`src/rtl/pipe_ctrl_pkg.sv`:
```
// Shared types and constants for the 5-stage pipeline hazard/control unit.
package pipe_ctrl_pkg;

  typedef enum logic [1:0] {
    FWD_RF  = 2'd0,
    FWD_WB  = 2'd1,
    FWD_MEM = 2'd2
  } fwd_sel_e;

  typedef enum logic [0:0] {
    RUN      = 1'b0,
    MEM_WAIT = 1'b1
  } hz_state_e;

  localparam int S_IF  = 0;
  localparam int S_ID  = 1;
  localparam int S_EX  = 2;
  localparam int S_MEM = 3;
  localparam int S_WB  = 4;

endpackage

```
`src/rtl/pipe_hazard_ctrl_fwd_select.sv`:
```
// EX-stage operand forwarding comparator; the MEM result wins over the WB result.
module fwd_select
  import pipe_ctrl_pkg::*;
#(
  parameter int REG_ADDR_W = 5
) (
  input  logic [REG_ADDR_W-1:0] src_rs,
  input  logic [REG_ADDR_W-1:0] mem_rd,
  input  logic                  mem_wr,
  input  logic [REG_ADDR_W-1:0] wb_rd,
  input  logic                  wb_wr,
  output fwd_sel_e              sel
);

  // Priority select of the youngest matching producer
  always_comb begin
    sel = FWD_RF;
    if (mem_wr && (mem_rd == src_rs) && (mem_rd != {REG_ADDR_W{1'b0}})) begin
      sel = FWD_MEM;
    end else if (wb_wr && (wb_rd == src_rs) && (wb_rd != {REG_ADDR_W{1'b0}})) begin
      sel = FWD_WB;
    end else begin
      sel = FWD_RF;
    end
  end

endmodule

```
`src/rtl/pipe_hazard_ctrl.sv`:
```
// Hazard and pipeline-control unit for the 5-stage RV32 core.
// Optional performance counters are built when PIPE_HAZARD_PERF_EN is defined.
module pipe_hazard_ctrl
  import pipe_ctrl_pkg::*;
#(
  parameter int REG_ADDR_W = 5,
  parameter int BR_STAGE   = 2
) (
  input  logic                  clk,
  input  logic                  reset,
  input  logic [REG_ADDR_W-1:0] id_rs1,
  input  logic [REG_ADDR_W-1:0] id_rs2,
  input  logic                  id_uses_rs1,
  input  logic                  id_uses_rs2,
  input  logic                  id_is_branch,
  input  logic [REG_ADDR_W-1:0] ex_rs1,
  input  logic [REG_ADDR_W-1:0] ex_rs2,
  input  logic [REG_ADDR_W-1:0] ex_rd,
  input  logic                  ex_reg_write,
  input  logic                  ex_mem_read,
  input  logic [REG_ADDR_W-1:0] mem_rd,
  input  logic [REG_ADDR_W-1:0] wb_rd,
  input  logic                  mem_reg_write,
  input  logic                  wb_reg_write,
  input  logic                  redirect,
  input  logic                  mem_req,
  input  logic                  mem_ready,
  output logic                  pc_en,
  output logic                  if_id_en,
  output logic                  id_ex_en,
  output logic                  ex_mem_en,
  output logic                  mem_wb_en,
  output logic                  if_id_flush,
  output logic                  id_ex_flush,
  output logic                  ex_mem_flush,
  output logic                  mem_wb_flush,
  output logic [1:0]            fwd_a,
  output logic [1:0]            fwd_b,
  output logic [4:0]            stage_valid,
  output logic                  mem_wait
`ifdef PIPE_HAZARD_PERF_EN
  ,
  output logic [31:0]           perf_stall_cycles,
  output logic [31:0]           perf_flush_events,
  output logic [31:0]           perf_mem_wait_cycles
`endif
);

  localparam logic [0:0] ST_RUN      = RUN;
  localparam logic [0:0] ST_MEM_WAIT = MEM_WAIT;

  if ((BR_STAGE != 1) && (BR_STAGE != 2)) begin : g_bad_br_stage
    $error("pipe_hazard_ctrl: BR_STAGE must be 1 (ID) or 2 (EX)");
  end

  logic [4:0] valid_r;
  logic [0:0] state_r;
  logic       mem_load_r;

  logic pc_en_s, if_id_en_s, id_ex_en_s, ex_mem_en_s, mem_wb_en_s;
  logic if_id_flush_s, id_ex_flush_s, ex_mem_flush_s, mem_wb_flush_s;
  logic freeze_s, redirect_s, load_use_s, br_hz_s;
  logic stall_take_s, redirect_take_s;
  fwd_sel_e fwd_a_s, fwd_b_s;

  // Non-zero rd read by the instruction currently in ID
  function automatic logic id_reads(input logic [REG_ADDR_W-1:0] rd);
    return (rd != {REG_ADDR_W{1'b0}}) &&
           ((id_uses_rs1 && (id_rs1 == rd)) || (id_uses_rs2 && (id_rs2 == rd)));
  endfunction

  assign freeze_s   = mem_req & valid_r[S_MEM] & ~mem_ready;
  assign redirect_s = redirect & ((BR_STAGE == 1) ? valid_r[S_ID] : valid_r[S_EX]);
  assign load_use_s = valid_r[S_ID] & valid_r[S_EX] & ex_mem_read & id_reads(ex_rd);
  assign br_hz_s    = (BR_STAGE == 1) & valid_r[S_ID] & id_is_branch &
                      ((valid_r[S_EX] & ex_reg_write & id_reads(ex_rd)) |
                       (valid_r[S_MEM] & mem_load_r & id_reads(mem_rd)));

  // Prioritised enable/flush decision
  always_comb begin
    pc_en_s         = 1'b1;
    if_id_en_s      = 1'b1;
    id_ex_en_s      = 1'b1;
    ex_mem_en_s     = 1'b1;
    mem_wb_en_s     = 1'b1;
    if_id_flush_s   = 1'b0;
    id_ex_flush_s   = 1'b0;
    ex_mem_flush_s  = 1'b0;
    mem_wb_flush_s  = 1'b0;
    stall_take_s    = 1'b0;
    redirect_take_s = 1'b0;
    if (freeze_s) begin
      pc_en_s        = 1'b0;
      if_id_en_s     = 1'b0;
      id_ex_en_s     = 1'b0;
      ex_mem_en_s    = 1'b0;
      mem_wb_flush_s = 1'b1;
    end else if (redirect_s) begin
      redirect_take_s = 1'b1;
      if_id_flush_s   = 1'b1;
      id_ex_flush_s   = (BR_STAGE == 2);
    end else if (load_use_s || br_hz_s) begin
      stall_take_s  = 1'b1;
      pc_en_s       = 1'b0;
      if_id_en_s    = 1'b0;
      id_ex_flush_s = 1'b1;
    end else begin
      stall_take_s  = 1'b0;
    end
  end

  // Reset overrides every control output combinationally
  always_comb begin
    if (reset) begin
      {pc_en, if_id_en, id_ex_en, ex_mem_en, mem_wb_en} = 5'b00000;
      {if_id_flush, id_ex_flush, ex_mem_flush, mem_wb_flush} = 4'b1111;
      fwd_a = 2'd0;
      fwd_b = 2'd0;
    end else begin
      {pc_en, if_id_en, id_ex_en, ex_mem_en, mem_wb_en} =
        {pc_en_s, if_id_en_s, id_ex_en_s, ex_mem_en_s, mem_wb_en_s};
      {if_id_flush, id_ex_flush, ex_mem_flush, mem_wb_flush} =
        {if_id_flush_s, id_ex_flush_s, ex_mem_flush_s, mem_wb_flush_s};
      fwd_a = fwd_a_s;
      fwd_b = fwd_b_s;
    end
  end

  assign stage_valid = valid_r;
  assign mem_wait    = (state_r == ST_MEM_WAIT);

  // Valid bits follow the pipeline registers they shadow
  always_ff @(posedge clk or posedge reset) begin
    if (reset) begin
      valid_r    <= 5'b00000;
      mem_load_r <= 1'b0;
    end else begin
      if (pc_en_s)     valid_r[S_IF]  <= 1'b1;
      if (if_id_en_s)  valid_r[S_ID]  <= ~if_id_flush_s  & valid_r[S_IF];
      if (id_ex_en_s)  valid_r[S_EX]  <= ~id_ex_flush_s  & valid_r[S_ID];
      if (ex_mem_en_s) valid_r[S_MEM] <= ~ex_mem_flush_s & valid_r[S_EX];
      if (mem_wb_en_s) valid_r[S_WB]  <= ~mem_wb_flush_s & valid_r[S_MEM];
      // MEM-stage load flag feeds the ID-branch operand check
      if (ex_mem_en_s) mem_load_r <= ~ex_mem_flush_s & valid_r[S_EX] & ex_mem_read;
    end
  end

  // Memory-wait status FSM
  always_ff @(posedge clk or posedge reset) begin
    if (reset) begin
      state_r <= ST_RUN;
    end else begin
      case (state_r)
        ST_RUN:      if (freeze_s)  state_r <= ST_MEM_WAIT;
        ST_MEM_WAIT: if (mem_ready) state_r <= ST_RUN;
        default:     state_r <= ST_RUN;
      endcase
    end
  end

  fwd_select #(.REG_ADDR_W(REG_ADDR_W)) u_fwd_a (
    .src_rs (ex_rs1),
    .mem_rd (mem_rd),
    .mem_wr (valid_r[S_MEM] & mem_reg_write),
    .wb_rd  (wb_rd),
    .wb_wr  (valid_r[S_WB] & wb_reg_write),
    .sel    (fwd_a_s)
  );

  fwd_select #(.REG_ADDR_W(REG_ADDR_W)) u_fwd_b (
    .src_rs (ex_rs2),
    .mem_rd (mem_rd),
    .mem_wr (valid_r[S_MEM] & mem_reg_write),
    .wb_rd  (wb_rd),
    .wb_wr  (valid_r[S_WB] & wb_reg_write),
    .sel    (fwd_b_s)
  );

`ifdef PIPE_HAZARD_PERF_EN
  logic [31:0] stall_cnt_r, flush_cnt_r, wait_cnt_r;

  // Saturating event counters
  always_ff @(posedge clk or posedge reset) begin
    if (reset) begin
      stall_cnt_r <= 32'd0;
      flush_cnt_r <= 32'd0;
      wait_cnt_r  <= 32'd0;
    end else begin
      if (stall_take_s && (stall_cnt_r != 32'hFFFF_FFFF))    stall_cnt_r <= stall_cnt_r + 32'd1;
      if (redirect_take_s && (flush_cnt_r != 32'hFFFF_FFFF)) flush_cnt_r <= flush_cnt_r + 32'd1;
      if (freeze_s && (wait_cnt_r != 32'hFFFF_FFFF))         wait_cnt_r  <= wait_cnt_r + 32'd1;
    end
  end

  assign perf_stall_cycles    = stall_cnt_r;
  assign perf_flush_events    = flush_cnt_r;
  assign perf_mem_wait_cycles = wait_cnt_r;
`else
  logic unused_perf_s;
  assign unused_perf_s = stall_take_s ^ redirect_take_s;
`endif

endmodule

```
`config.mk`:
```
export PLATFORM = sky130hd
export DESIGN_NAME = pipe_hazard_ctrl
export DESIGN_NICKNAME = d
export VERILOG_FILES = /design/src/rtl/pipe_ctrl_pkg.sv /design/src/rtl/pipe_hazard_ctrl_fwd_select.sv /design/src/rtl/pipe_hazard_ctrl.sv
export SDC_FILE = /design/constraint.sdc
export NUM_CORES = 1
export LEC_CHECK = 0
export BUFFER_PORTS_ARGS = -buffer_cell sky130_fd_sc_hd__buf_2
export CAP_MARGIN = 20
export CORE_ASPECT_RATIO = 1.2
export CORE_MARGIN = 2
export CORE_UTILIZATION = 39
export CTS_CLUSTER_SIZE = 30
export DETAILED_ROUTE_END_ITERATION = 16
export GPL_TIMING_DRIVEN = 0
export PLACE_DENSITY = 0.95
export REMOVE_ABC_BUFFERS = 1
export SLEW_MARGIN = 20
export SYNTH_ARGS = -nofsm -noshare
export SYNTH_HDL_FRONTEND = slang
export SYNTH_SLANG_ARGS = --single-unit
export TNS_END_PERCENT = 10
```
`constraint.sdc`:
```
create_clock -name clk -period 2.1 [get_ports clk]
set_clock_uncertainty 0.05 [all_clocks]
set_input_delay 0.105 -clock clk [delete_from_list [all_inputs] [get_ports clk]]
set_output_delay 0.105 -clock clk [all_outputs]
set_load 0.005 [all_outputs]
```
-- After elaboration in Yosys (flattened, before gate mapping)
Cells that the tools add are included.
- flip-flop bits (word level): 6
- input bits: 47
- output and inout bits: 19
- word-level logic and storage cells: 66
- equal/unequal tests: 6
- muxes and demuxes: 25
- bitwise gates (word level): 16
- reduce and logical (&&, ||, !) cells: 15
- operator list (cell ; count):
    $eq A5 B5 Y1 ; 6
    $mux W1 ; 20
    $reduce_bool A5 Y1 ; 3
    $and A1 B1 Y1 ; 11
    $logic_and A1 B1 Y1 ; 11
    $mux W2 ; 4
    $not A1 Y1 ; 5
    $pmux W1 S2 ; 1
    $logic_or A1 B1 Y1 ; 1

-- Depth between registers and ports, before layout
- depth after elaboration: 10
- mapped depth: 5
- gate-level depth less buffers: 5

-- By module
A second synthesis with hierarchy kept.
- cells, all modules: 95
- area total of the unflattened synthesis: 774.5 sq um
- by module, submodules not included (module ; instances ; cells an instance ; area an instance (sq um) ; sequential area each (sq um)):
    pipe_hazard_ctrl ; 1 ; 55 ; 471.7 ; 150.1
    fwd_select ; 2 ; 20 ; 151.4 ; 0.0

-- Worst setup path after synthesis
No wires, ideal clock.
- kind: register to output
- from: register valid_r[3], in the netlist stage_valid[3]
- to: output pc_en
- arrival time: 1.257 ns
- data required time: 1.945 ns
- path slack: 0.688 ns
- cell stages (with the launch flop): 6
- buffers on the path: 1
- cells stage by stage: dfrtp_1 and3b_1 nor2_1 inv_1 a31oi_1 buf_4
- cells in the longest elaborated chain, start to end: 4
- RTL lines (element ; RTL line ; RTL):
    start, declared ; pipe_hazard_ctrl.sv:56 ; logic [4:0] valid_r;
    start signal, assigned by index ; pipe_hazard_ctrl.sv:139 ; if (if_id_en_s) valid_r[S_ID] <= ~if_id_flush_s & valid_r[S_IF];
    start signal, assigned by index ; pipe_hazard_ctrl.sv:140 ; if (id_ex_en_s) valid_r[S_EX] <= ~id_ex_flush_s & valid_r[S_ID];
    start signal, assigned by index ; pipe_hazard_ctrl.sv:141 ; if (ex_mem_en_s) valid_r[S_MEM] <= ~ex_mem_flush_s & valid_r[S_EX];
    $and A1 B1 Y1 (2 in a row) ; pipe_hazard_ctrl.sv:72 ; assign freeze_s = mem_req & valid_r[S_MEM] & ~mem_ready;
    $mux W1 (2 in a row) ; n/a ;
    end, declared ; pipe_hazard_ctrl.sv:28 ; output logic pc_en,
No other way between the ends.

-- Final worst setup path
- from: input reset
- to: output fwd_b[0]
- cells in the longest elaborated chain, start to end: 1
- RTL lines (element ; RTL line ; RTL):
    start, declared ; pipe_hazard_ctrl.sv:10 ; input logic reset,
    $mux W2 ; pipe_hazard_ctrl.sv:114 ; if (reset) begin
    end, declared ; pipe_hazard_ctrl.sv:38 ; output logic [1:0] fwd_b,
No other way between the ends.

==> results by group <==
Setup path
  • Crit-path max cell delay: 0.53 ns
  • Worst-path fanout max: 11
  • Delay-heaviest family, CP: buffers and inverters
  • Startpoint Class: input pin
  • Critical path required time: 1.95 ns
  • Kind of end point of the critical path: primary output
  • Crit path DAT: 1.78 ns
  • Crit path buffers/inverters: 4
  • Worst path cell trace: dlygate4sd3_1 -> buf_2 -> inv_1 -> o2111a_1 -> nand4_1 -> nor4_1 -> buf_2
  • Worst path most repeated cell: buf_2
  • Critical path's slowest cell: dlygate4sd3_1
  • Worst Path Class, Setup: in2out

Cells and area
  • Util after Layout: 63.3%
  • Commonest cells after routing, fill and taps aside: buf_2 (63), xnor2_1 (22), xor2_1 (8)
  • Commonest non-fill, non-tap cell in the layout: buf_2
  • Area Overhead vs Synth: 49.5%
  • Share of cells above drive strength 1: 46.9%
  • Final Non-Filler Cells: 165
  • Net count, final: 196
  • Antenna Cells: 0

Synthesis
  • Synth cell types: 28
  • Cell count after synthesis: 83
  • Syn. warnings: 0
  • Syn_area_per_cell: 8.47 µm²
  • Synthesized area: 703 µm²
  • Register bit count reported by yosys: 6
  • Sequential cell area fraction in the yosys report: 21.4%

Global route
  • Global Route Usage Sum: 21.8%
  • GRT overflow: 0
  • First-pass GRT wire length: 3.62 mm
  • Vias in the first global route: 937
  • Initial antenna violation count: 0
  • Largest net degree at the start of global routing: 12

Clock network
  • Number of H-tree levels: 1
  • # hold bufs at CTS: 1
  • CTS sink count: 6
  • Clk_lat worst skew: 0.24 ns
  • # resized after CTS: 0
  • CTS Root Cell: clkbuf_4
  • Clock Tree Buf Depth: 2
  • CTS buffer count: 3
  • Clk pin slew, worst setup/hold paths: 0.04 ns
  • Post CTS Setup Buffer Count: 0
  • CTS tree: built

Route
  • Post-route DRC: 0
  • Via count: 878
  • First-pass DRT Iterations: 4
  • Routed vias/inst: 5.32
  • Routed WL: 2.11 mm
  • DRT iter0 DRCs: 2
  • Drt wl/cell: 12.8 µm
  • Antenna viol nets, final: 0

Power and ir drop
  • P per Cell Area: 564 mW/mm²
  • Power, Total: 592 µW
  • Peak VDD IR: 0.329 mV
  • Static leakage: 0.506 nW

STA
  • Headroom to the max-slew limit: 70.8%
  • RSZ-0062 raised after global routing: false
  • # setup viols final: 0
  • Final hold vios: 0
  • Setup WS post-layout: 0.164 ns
  • Least-Margin Pin Slew: 0.434 ns
  • Max Transition Viols Final: 0
  • Post-layout min period: 1.94 ns
  • Fmax: 0.516 GHz
  • Final critical-path share of the clock period: 92.2%
  • Setup TNS: 0 ns

Placement
  • Placed cells: 161
  • DP Worst Slack: 0.471 ns
  • Post-DP HPWL: 1.88 mm
  • Buffers on Ports: 63
  • Final RePlAce weighted congestion: 0.816

Floorplanning
  • Area of the core: 0.00166 mm²
  • Height of the chip: 50.5 µm
  • DIE WIDTH: 42.8 µm
  • Die area: 0.00216 mm²
  • # rows: 16
  • Ports: 66
  • Starting Density: 42.3%

Worst hold path
  • Hold WC Path Type: in2reg

Run status
  • Status: finished clean

Job
  • MaxCap Viol Count: 0
-- stage by stage --
| step | hold slack [ns] | cell area (µm²) |
|---|---|---|
| finish | 0.0312 | 1050 |
| global route | 0.0660 | 1050 |
| global placement | 0.0497 | 1020 |
| CTS | 0.0226 | 1050 |
| detailed placement | 0.0552 | 1020 |
| floorplan | -0.113 | 681 |
-- per-layer routing --
layer / track usage, % / vias up / share of wire, %
met3: 3.96 / 4 / 11
met4: 11.5 / 0 / 1.3
met5: 0 / - / 0
li1: - / 423 / -
met2: 42.4 / 60 / 53
met1: 20.7 / 391 / 35
-- cells in the mapped netlist --
library cell / instances / area (µm²)
and3_1: 1 / 6.26
nand2b_1: 1 / 6.26
a21oi_1: 1 / 5.00
a31oi_1: 1 / 6.26
nand4_1: 4 / 25.0
nand2_1: 5 / 18.8
a22o_1: 1 / 8.76
nor2_1: 2 / 7.51
o21bai_1: 1 / 7.51
nor4_1: 3 / 18.8
xor2_1: 8 / 70.1
nand3b_1: 1 / 7.51
buf_4: 3 / 22.5
o211ai_2: 1 / 12.5
and2_2: 1 / 7.51
o22ai_1: 1 / 6.26
nor4_2: 1 / 12.5
inv_1: 3 / 11.3
and2_1: 2 / 12.5
or4_1: 2 / 15.0
o2111a_1: 1 / 11.3
nor3_1: 1 / 5.00
a21o_1: 1 / 7.51
and3b_1: 1 / 8.76
xnor2_1: 22 / 193
nand3_1: 6 / 30.0
o21ai_0: 2 / 10.0
dfrtp_1: 6 / 150
-- cells by family after synthesis --
family	after synthesis	synth area share [%]
compound gates	10	10.7
simple gates	31	25.8
xor+xnor	30	37.4
flops	6	21.4
buf+inv	6	4.80
-- path summary, 6_finish.rpt --
check | startpoint | endpoint | slack [ns] | depth (start not counted)
worst max register to register | stage_valid[2] | stage_valid[0] | 0.93 | 4
worst min register to register | stage_valid[0] | stage_valid[0] | 0.43 | 1
worst max-delay path | reset | fwd_b[0] | 0.16 | 7
max in group asynchronous | reset | stage_valid[4] | 1.41 | 3
worst min-delay path | mem_ready | mem_wait | 0.03 | 2
min in group asynchronous | reset | stage_valid[2] | 0.34 | 3
-- area by class of cell --
cell class                 instances  area [µm²]
sequential                         6         150
inverter                           3        11.3
clock buffer                       3        22.5
fill                             146         611
multi-input combinational         71         519
tap                               18        22.5
timing repair buffer              64         325
-- worst register-to-register path: stages, from the launching register on --
cell	delay (ns)
dfrtp_1	0.40
nand3_1	0.09
a21oi_1	0.20
nand3_1	0.13
a21o_1	0.19
-- sequential cells by signal, indices dropped and copies added (netlist names) --
register / count
stage_valid: 5
mem_wait: 1
-- power breakdown --
part	internal, mW	switching (mW)
Sequential	0.158	0.0393
Combinational	0.154	0.139
Clock	0.0644	0.0376
Total	0.376	0.216
(Power assumes the default switching activity.)
